### src/rtl/package_settings.sv
// Global data-path settings shared by the v4 processing chain.
//   SIZE_FILTER_DATA : width of the shaped samples produced by the
//                      trapezoidal filter (two's-complement signed).
package package_settings;

    localparam int SIZE_FILTER_DATA = 16;

endpackage

### src/rtl/v4_parameters.sv
// Defaults and shared types for the v4 peak detector.
//   DEF_*   : default values for the peak detector parameters
//   state_t : pulse-finding FSM state encoding
package v4_parameters;

    localparam int DEF_THRESHOLD = 100;
    localparam int DEF_MIN_WIDTH = 4;
    localparam int DEF_MAX_WIDTH = 64;
    localparam int DEF_HOLDOFF   = 16;
    localparam int DEF_TS_WIDTH  = 32;
    localparam int DEF_CNT_WIDTH = 16;

    // ST_HOLDOFF is the dead-time state; the ST_ prefix keeps the state
    // names distinct from the parameter names of the detector.
    typedef enum logic [1:0] {
        ST_IDLE    = 2'd0,
        ST_PULSE   = 2'd1,
        ST_HOLDOFF = 2'd2
    } state_t;

endpackage

### src/rtl/v4_event_register.sv
// Output event register of the peak detector.
// Holds one event toward the consumer and decides whether a newly posted
// event is loaded or dropped; counts dropped events (saturating).
//
// Handshake: an event transfers on a rising edge where event_valid and
// event_ready are both 1. While event_valid && !event_ready, the held
// contents stay stable. A post is accepted when the register is empty or
// is being emptied in the same cycle; otherwise it is dropped.
//
// Ports:
//   clk, reset        : clock, synchronous active-low reset
//   post              : a new event is offered this cycle
//   post_amplitude    : peak value of the offered event
//   post_time         : timestamp of the offered peak
//   post_pileup       : pile-up flag of the offered event
//   event_ready       : consumer accepts the held event
//   event_valid       : an event is held
//   event_amplitude   : held peak value
//   event_time        : held timestamp
//   event_pileup      : held pile-up flag
//   lost_count        : number of dropped events, saturating at all-ones
module v4_event_register #(
    parameter int DATA_WIDTH = 16,
    parameter int TS_WIDTH   = 32,
    parameter int CNT_WIDTH  = 16
) (
    input  logic                         clk,
    input  logic                         reset,
    input  logic                         post,
    input  logic signed [DATA_WIDTH-1:0] post_amplitude,
    input  logic        [TS_WIDTH-1:0]   post_time,
    input  logic                         post_pileup,
    input  logic                         event_ready,
    output logic                         event_valid,
    output logic signed [DATA_WIDTH-1:0] event_amplitude,
    output logic        [TS_WIDTH-1:0]   event_time,
    output logic                         event_pileup,
    output logic        [CNT_WIDTH-1:0]  lost_count
);

    logic can_load;

    // Free slot: empty now, or the held event leaves on this same edge.
    assign can_load = !event_valid || event_ready;

    always_ff @(posedge clk) begin
        if (!reset) begin
            event_valid     <= 1'b0;
            event_amplitude <= '0;
            event_time      <= '0;
            event_pileup    <= 1'b0;
            lost_count      <= '0;
        end else if (post) begin
            if (can_load) begin
                event_valid     <= 1'b1;
                event_amplitude <= post_amplitude;
                event_time      <= post_time;
                event_pileup    <= post_pileup;
            end else if (lost_count != '1) begin
                lost_count <= lost_count + 1'b1;
            end
        end else if (event_valid && event_ready) begin
            event_valid <= 1'b0;
        end
    end

endmodule

### src/rtl/v4_peak_detector.sv
// Pulse-height analyser behind the v4 trapezoidal shaping filter.
// Registers each shaped sample with a free-running timestamp, finds pulses
// above THRESHOLD, tracks the peak value and its timestamp, and posts one
// event per pulse of at least MIN_WIDTH samples. Pulses longer than
// MAX_WIDTH samples are flagged pile-up. After a reported pulse the input
// is ignored for HOLDOFF cycles.
//
// Ports:
//   clk, reset       : clock, synchronous active-low reset
//   input_data       : shaped sample, signed, one per clock
//   event_valid      : event available (valid/ready toward readout)
//   event_ready      : consumer accepts the event this cycle
//   event_amplitude  : peak value (signed)
//   event_time       : timestamp of the peak sample
//   event_pileup     : pulse width exceeded MAX_WIDTH
//   lost_count       : events dropped due to backpressure, saturating
module v4_peak_detector
    import package_settings::*;
    import v4_parameters::*;
#(
    parameter int THRESHOLD = DEF_THRESHOLD,
    parameter int MIN_WIDTH = DEF_MIN_WIDTH,
    parameter int MAX_WIDTH = DEF_MAX_WIDTH,
    parameter int HOLDOFF   = DEF_HOLDOFF,
    parameter int TS_WIDTH  = DEF_TS_WIDTH,
    parameter int CNT_WIDTH = DEF_CNT_WIDTH
) (
    input  logic                               clk,
    input  logic                               reset,
    input  logic signed [SIZE_FILTER_DATA-1:0] input_data,
    output logic                               event_valid,
    input  logic                               event_ready,
    output logic signed [SIZE_FILTER_DATA-1:0] event_amplitude,
    output logic        [TS_WIDTH-1:0]         event_time,
    output logic                               event_pileup,
    output logic        [CNT_WIDTH-1:0]        lost_count
);

    localparam int DW = SIZE_FILTER_DATA;
    // Width counter saturates at MAX_WIDTH+1, which is enough to know
    // both "long enough" and "too long".
    localparam int WW = $clog2(MAX_WIDTH + 2);
    localparam int HW = (HOLDOFF > 0) ? $clog2(HOLDOFF + 1) : 1;

    localparam logic signed [DW-1:0] TH_S      = DW'(THRESHOLD);
    localparam logic        [WW-1:0] MIN_W     = WW'(MIN_WIDTH);
    localparam logic        [WW-1:0] MAX_W     = WW'(MAX_WIDTH);
    localparam logic        [WW-1:0] WIDTH_SAT = WW'(MAX_WIDTH + 1);
    localparam logic        [HW-1:0] HOLD_INIT = HW'(HOLDOFF);

    logic        [TS_WIDTH-1:0] ts;
    logic signed [DW-1:0]       x;
    logic        [TS_WIDTH-1:0] x_ts;

    state_t                     state;
    logic signed [DW-1:0]       peak;
    logic        [TS_WIDTH-1:0] peak_ts;
    logic        [WW-1:0]       width;
    logic        [HW-1:0]       hold_cnt;

    logic above;
    logic post;
    logic post_pileup;

    assign above       = (x >= TH_S);
    // The pulse ends on the first below-threshold sample; it is reported
    // on that same edge so the event register loads one edge later than x.
    assign post        = (state == ST_PULSE) && !above && (width >= MIN_W);
    assign post_pileup = (width > MAX_W);

    always_ff @(posedge clk) begin
        if (!reset) begin
            ts       <= '0;
            x        <= '0;
            x_ts     <= '0;
            state    <= ST_IDLE;
            peak     <= '0;
            peak_ts  <= '0;
            width    <= '0;
            hold_cnt <= '0;
        end else begin
            ts   <= ts + 1'b1;
            x    <= input_data;
            x_ts <= ts;

            case (state)
                ST_IDLE: begin
                    if (above) begin
                        state   <= ST_PULSE;
                        peak    <= x;
                        peak_ts <= x_ts;
                        width   <= WW'(1);
                    end
                end

                ST_PULSE: begin
                    if (above) begin
                        if (width != WIDTH_SAT) begin
                            width <= width + 1'b1;
                        end
                        // Strict compare keeps the earliest of equal peaks.
                        if (x > peak) begin
                            peak    <= x;
                            peak_ts <= x_ts;
                        end
                    end else if (width < MIN_W) begin
                        state <= ST_IDLE;
                    end else if (HOLDOFF == 0) begin
                        state <= ST_IDLE;
                    end else begin
                        state    <= ST_HOLDOFF;
                        hold_cnt <= HOLD_INIT;
                    end
                end

                ST_HOLDOFF: begin
                    // Samples are ignored here; leave when the count hits 0.
                    hold_cnt <= hold_cnt - 1'b1;
                    if (hold_cnt <= HW'(1)) begin
                        state <= ST_IDLE;
                    end
                end

                default: begin
                    state <= ST_IDLE;
                end
            endcase
        end
    end

    v4_event_register #(
        .DATA_WIDTH (DW),
        .TS_WIDTH   (TS_WIDTH),
        .CNT_WIDTH  (CNT_WIDTH)
    ) u_event_register (
        .clk             (clk),
        .reset           (reset),
        .post            (post),
        .post_amplitude  (peak),
        .post_time       (peak_ts),
        .post_pileup     (post_pileup),
        .event_ready     (event_ready),
        .event_valid     (event_valid),
        .event_amplitude (event_amplitude),
        .event_time      (event_time),
        .event_pileup    (event_pileup),
        .lost_count      (lost_count)
    );

endmodule

### config.mk
export PLATFORM = sky130hd
export DESIGN_NAME = v4_peak_detector
export DESIGN_NICKNAME = d
export VERILOG_FILES = /design/src/rtl/package_settings.sv /design/src/rtl/v4_parameters.sv /design/src/rtl/v4_event_register.sv /design/src/rtl/v4_peak_detector.sv
export SDC_FILE = /design/constraint.sdc
export NUM_CORES = 1
export LEC_CHECK = 0
export CAP_MARGIN = 25
export CORE_MARGIN = 3
export CORE_UTILIZATION = 40
export CTS_CLUSTER_SIZE = 28
export DETAILED_ROUTE_END_ITERATION = 6
export PLACE_DENSITY = 0.6
export REMOVE_ABC_BUFFERS = 1
export SETUP_SLACK_MARGIN = 0.05
export SLEW_MARGIN = 15
export SYNTH_ARGS = -nofsm -noshare
export SYNTH_HDL_FRONTEND = slang
export SYNTH_SLANG_ARGS = --single-unit
### constraint.sdc
create_clock -name clk -period 2.39 [get_ports clk]
set_input_delay 0.3585 -clock clk [delete_from_list [all_inputs] [get_ports clk]]
set_output_delay 0.3585 -clock clk [all_outputs]
set_load 0.05 [all_outputs]
[Yosys cells after proc, flatten, opt, wreduce, memory -nomap -nowiden]
Cells that the tools add are included.
Widths: inputs -> output; s select.
Word-level totals
  RAM bits: 0
  register bits after elaboration: 208
  output and inout bits: 66
  bits in read-only memories: 0
  memories: 0
  word-level logic and storage cells: 76
  bits in latches: 0
Cells by class
  shift operators: 0
  multiplexer cells: 23
  reductions and logical operators: 17
  div/mod/pow operators: 0
  eq/ne operators: 12
  bitwise logic cells: 1
  magnitude comparators: 6
  $mul: 0
  add/subtract/negate cells: 4
Operator list (count)
  $mux 32: 3
  $pmux 32 s2: 1
  $mux 16: 3
  $add 32x1->32 const B: 1
  $pmux 16 s2: 1
  $mux 7: 3
  $add 16x1->16 const B: 1
  $ge 16x8->1 const B: 1
  $gt 16x16->1: 1
  $ne 16x16->1 const B: 1
  $pmux 7 s2: 1
  $mux 5: 2
  $ne 2x2->1 const B: 5
  $pmux 5 s2: 1
  $reduce_and 3->1: 3
  $mux 2: 4
  $reduce_and 4->1: 2
  $add 7x1->7 const B: 1
  $ge 7x3->1 const B: 1
  $gt 7x7->1 const B: 1
  $lt 7x3->1 const B: 1
  $ne 7x7->1 const B: 1
  $ne 2x1->1 const B: 3
  $pmux 2 s3: 1
  12 further kinds: 20

[Depth between registers and ports, before layout]
  word-level depth: 6
  depth in mapped cells: 10

[Hierarchy]
Synthesis repeated with hierarchy kept, for this count alone.
Second synthesis, totals
  cells, all modules: 925
  area total of the unflattened synthesis: 8247.9 µm²
By module, submodules not included
  v4_peak_detector: cells an instance 608, area an instance 5729.2 µm², instances 1, sequential area each 2842.7 µm²
  v4_event_register: cells an instance 317, area an instance 2518.7 µm², instances 1, sequential area each 1321.3 µm²

[Least setup slack after synthesis]
No wires, ideal clock.
  path type: register to register
  start point: register u_event_register.lost_count[3]
  end point: register u_event_register.lost_count[3]
  data required time: 2.262 ns
  buffers on the path: 1
  setup slack: -0.034 ns
  library setup time: 0.128 ns
  cell stages (with the launch flop): 8
  data arrival time: 2.296 ns
  period minus slack after synthesis: 2.424 ns
  cells stage by stage: dfxtp_1 > and4_1 > nand4_1 > or4_1 > nand4_1 > buf_4 > xor2_1 > nor2_1
Between the ends
  cells in the longest elaborated chain, start to end: 2
  elaborated cells between the ends (all ways): 3
  those cells by class: 1 x add/sub; 1 x eq/ne; 1 x reduce/logical
Ends and longest elaborated chain
  start: declaration: RTL line v4_event_register.sv:38  | output logic [CNT_WIDTH-1:0] lost_count
  start signal: assignment: RTL line v4_event_register.sv:60  | lost_count <= lost_count + 1'b1;
  branches (longest 2 deep; another with $add 16x1->16)
Parallel ways; which one is timed is not known.
A chain may end at the register's enable or synchronous reset.

[Worst setup path after layout]
  start point: register peak[10]
  end point: register peak_ts[25]
Between the ends
  cells in the longest elaborated chain, start to end: 3
Ends and longest elaborated chain
  start: declaration: RTL line v4_peak_detector.sv:56  | logic signed [DW-1:0] peak;
  start signal: assignment: RTL line v4_peak_detector.sv:77  | peak <= '0;
  start signal: assignment: RTL line v4_peak_detector.sv:90  | peak <= x;
  start signal: assignment: RTL line v4_peak_detector.sv:103  | peak <= x;
  $gt 16x16->1: RTL line v4_peak_detector.sv:102  | if (x > peak) begin
  $ne 2x1->1 (no source line)
  $reduce_and 4->1 (no source line)
  end signal: assignment: RTL line v4_peak_detector.sv:91  | peak_ts <= x_ts;
  end signal: assignment: RTL line v4_peak_detector.sv:104  | peak_ts <= x_ts;
  end: declaration: RTL line v4_peak_detector.sv:57  | logic [TS_WIDTH-1:0] peak_ts;
Every way passes these cells.

==> results.json <==
{
  "cts_buffer_depth": 3,
  "syn_avg_cell_area_sq_um": 8.89,
  "core_sq_um": 19700,
  "drv_slew": 0,
  "relSlewSlack_pct": 48.6,
  "r2r-end": "peak_ts[25]$_SDFFE_PN0P_",
  "synth-edff-count": 0,
  "diodes": 0,
  "fin_crit_ns": 2.47,
  "htree_levels": 1,
  "cp.required_ns": 2.82,
  "via_per_inst": 4.78,
  "ant_nets": 0,
  "reg2reg_depth": 9,
  "fin_crit_sh_pct": 103,
  "endpoint_kind": "register",
  "synth-main-ff-cell": "dfxtp_1",
  "synthCells": 909,
  "clockRootBuffer": "clkbuf_16",
  "finalNonFillerCells": 1295,
  "track_usage_pct": 15.8,
  "regToRegSetupSlack_ns": -0.08,
  "antenna_found_initial": 0,
  "drtIter0Drc": 264,
  "nNetsFinal": 1055,
  "fmax_ghz": 0.405,
  "layout_setup_ws_ns": -0.0801,
  "place_hpwl_mm": 10.7,
  "start_kind": "register",
  "cts_tree": "done",
  "status": "finished with violations",
  "hold_start": "reset",
  "hold_path_depth": 4,
  "seq_area_frac_synth_pct": 51.5,
  "dr.pass1.iters": 4,
  "initial_utilization_pct": 41.1,
  "synthTopCellsByCount": "nand2_1, dfxtp_1, a21oi_1",
  "fin_skew_ns": 0.0176,
  "yosysMostFrequentCell": "nand2_1",
  "pin_count": 85,
  "violations": "setup timing",
  "crit_start": "peak[10]$_SDFFE_PN0P_",
  "route.vias.total": 6193,
  "clkSinkCount": 208,
  "path_class": "reg2reg",
  "yosysWarnings": 0,
  "syn_to_final_growth_pct": 28.1,
  "post-place-ws_ns": -0.0543,
  "place_inst": 1237,
  "rsz0062_at_grt": "true",
  "grt_max_degree": 86,
  "die_w_um": 148,
  "die_y_um": 148,
  "first_global_vias": 5869,
  "numCtsBuffers": 23,
  "grt_pass1_wl_mm": 29.2,
  "syn_area_sq_um": 8080,
  "drc": 0,
  "yosysTopAreaCell": "dfxtp_1",
  "io_buffers": 84,
  "vdd_drop_max_mv": 0.567,
  "row_count": 51,
  "synth-seq-cells": 208,
  "hold_end": "peak_ts[4]$_SDFFE_PN0P_",
  "path_clk_slew_ns": 0.06,
  "finalSetupViolCount": 47,
  "finalHoldViolations": 0,
  "p_per_area_nw_per_um2": 717,
  "critPathArrivalTime_ns": 2.90,
  "ys_types": 43,
  "layout-drive-gt1-share_pct": 10.6,
  "crit_fanout": 7,
  "gp_congestion": 0.817,
  "wl_per_cell_um": 13.6,
  "synth_top_area_share_pct": 51.5,
  "leakage_nw": 3.74,
  "synthArstFlopShare_pct": 0,
  "rr_startpoint": "peak[10]$_SDFFE_PN0P_",
  "yosys-top-cells-area": "dfxtp_1, nand2_1, mux2i_1",
  "die_area_sq_um": 21900,
  "clk_latency_ns": 0.50,
  "tightest_slew_ns": 0.770,
  "gr-total-overflow": 0,
  "max_cap_violations": 0,
  "routed_wl_mm": 17.6,
  "hold_path.class": "in2reg"
}
==> routing by layer <==
| layer | vias up | global-route usage [%] | wire [um] |
|---|---|---|---|
| met5 | - | 0 | 0 |
| li1 | 3224 | - | - |
| met2 | 86 | 25.9 | 7980 |
| met1 | 2855 | 21.9 | 8500 |
| met3 | 28 | 2.89 | 776 |
| met4 | 0 | 3.70 | 346 |
==> per-stage QoR <==
step                      area, sq um  hold WS (ns)  setup TNS, ns  power, mW  util, %
after CTS                       10200         0.393        -0.0982       7.48     51.9
after global placement           9290         0.423              0       4.06     47.3
after detailed placement         9290         0.431         -0.511       4.06     47.3
after floorplan                  7870         0.420        -137.50       3.90        -
final                           10400         0.406          -2.25       7.43     52.7
after global routing            10400         0.411          -5.12       7.73     52.7
==> cell families after synthesis <==
| family | count (synthesis) | share of synthesized area (%) |
|---|---|---|
| AO/OA/AOI/OAI | 100 | 6.84 |
| multiplexers | 48 | 5.95 |
| XOR/XNOR | 41 | 4.44 |
| AND/OR/NAND/NOR | 419 | 23.9 |
| buffers and inverters | 70 | 3.75 |
| flip-flops | 208 | 51.5 |
| adder cells (fa/ha/maj) | 23 | 3.56 |
==> worst max-delay path by stage <==
| stage | to | slack, ns | cells after the start |
|---|---|---|---|
| detailed placement | peak[1]$_SDFFE_PN0P_ | -0.05 | 8 |
| finish | peak_ts[25]$_SDFFE_PN0P_ | -0.08 | 9 |
| CTS | peak[6]$_SDFFE_PN0P_ | -0.02 | 11 |
| floorplan | peak[0]$_SDFFE_PN0P_ | -2.22 | 7 |
| global placement | peak_ts[14]$_SDFFE_PN0P_ | 0.01 | 8 |
| global route | peak[9]$_SDFFE_PN0P_ | -0.16 | 9 |
==> placed cells by master (no fill, tap or decap), types with 6 or more instances in the layout <==
master and instances:
dfxtp_1 198, nor2_1 53, inv_1 19, o21ai_0 12, nand2_1 216, ha_1 17, clkdlybuf4s50_1 83, clkbuf_16 24
nand4_1 16, and3_1 8, and2_1 52, xor2_1 27, ha_4 6, nor3_1 9, xnor2_1 14, clkbuf_1 10
or3_1 13, mux2i_1 48, nand3_1 21, buf_4 28, dfxtp_2 10, a21oi_1 73
==> report_power, final <==
part	internal (mW)	switching [mW]
sequential	3.52	0.0441
clock	1.91	1.35
combinational	0.306	0.297
==> final cells by class <==
type / instances / area [sq um]
Timing Repair Buffer: 124 / 1300
Inverter: 25 / 95.1
Fill cell: 1855 / 9300
Clock buffer: 37 / 668
Sequential cell: 208 / 4180
Tap cell: 265 / 332
Clock inverter: 5 / 31.3
Multi-Input combinational cell: 631 / 3750
==> repair_timing <==
action                     in CTS  in global routing
resized for setup              22                 19
pin swaps                       8                  7
setup endpoints to repair      43                 62
hold buffers                    0                  0
cloned                          3                  1
setup buffers                   8                  5
==> registers in the layout, indices dropped and copies added (netlist names), 5 cells and up <==
name                              flops
peak_ts                              32
ts                                   32
u_event_register.event_time          32
x_ts                                 32
peak                                 16
u_event_register.event_amplitude     16
u_event_register.lost_count          16
x                                    16
width                                 7
hold_cnt                              5
==> critical path, cell delays in order, from the launching register on <==
cell and delay [ns]:
dfxtp_2 0.34, inv_2 0.05, ha_4 0.26, nand4_1 0.24, a2111o_1 0.45, and3_4 0.20
a211oi_4 0.33, buf_6 0.19, buf_16 0.15, mux2i_1 0.19
Note: power is estimated with default switching activity, not from simulation.
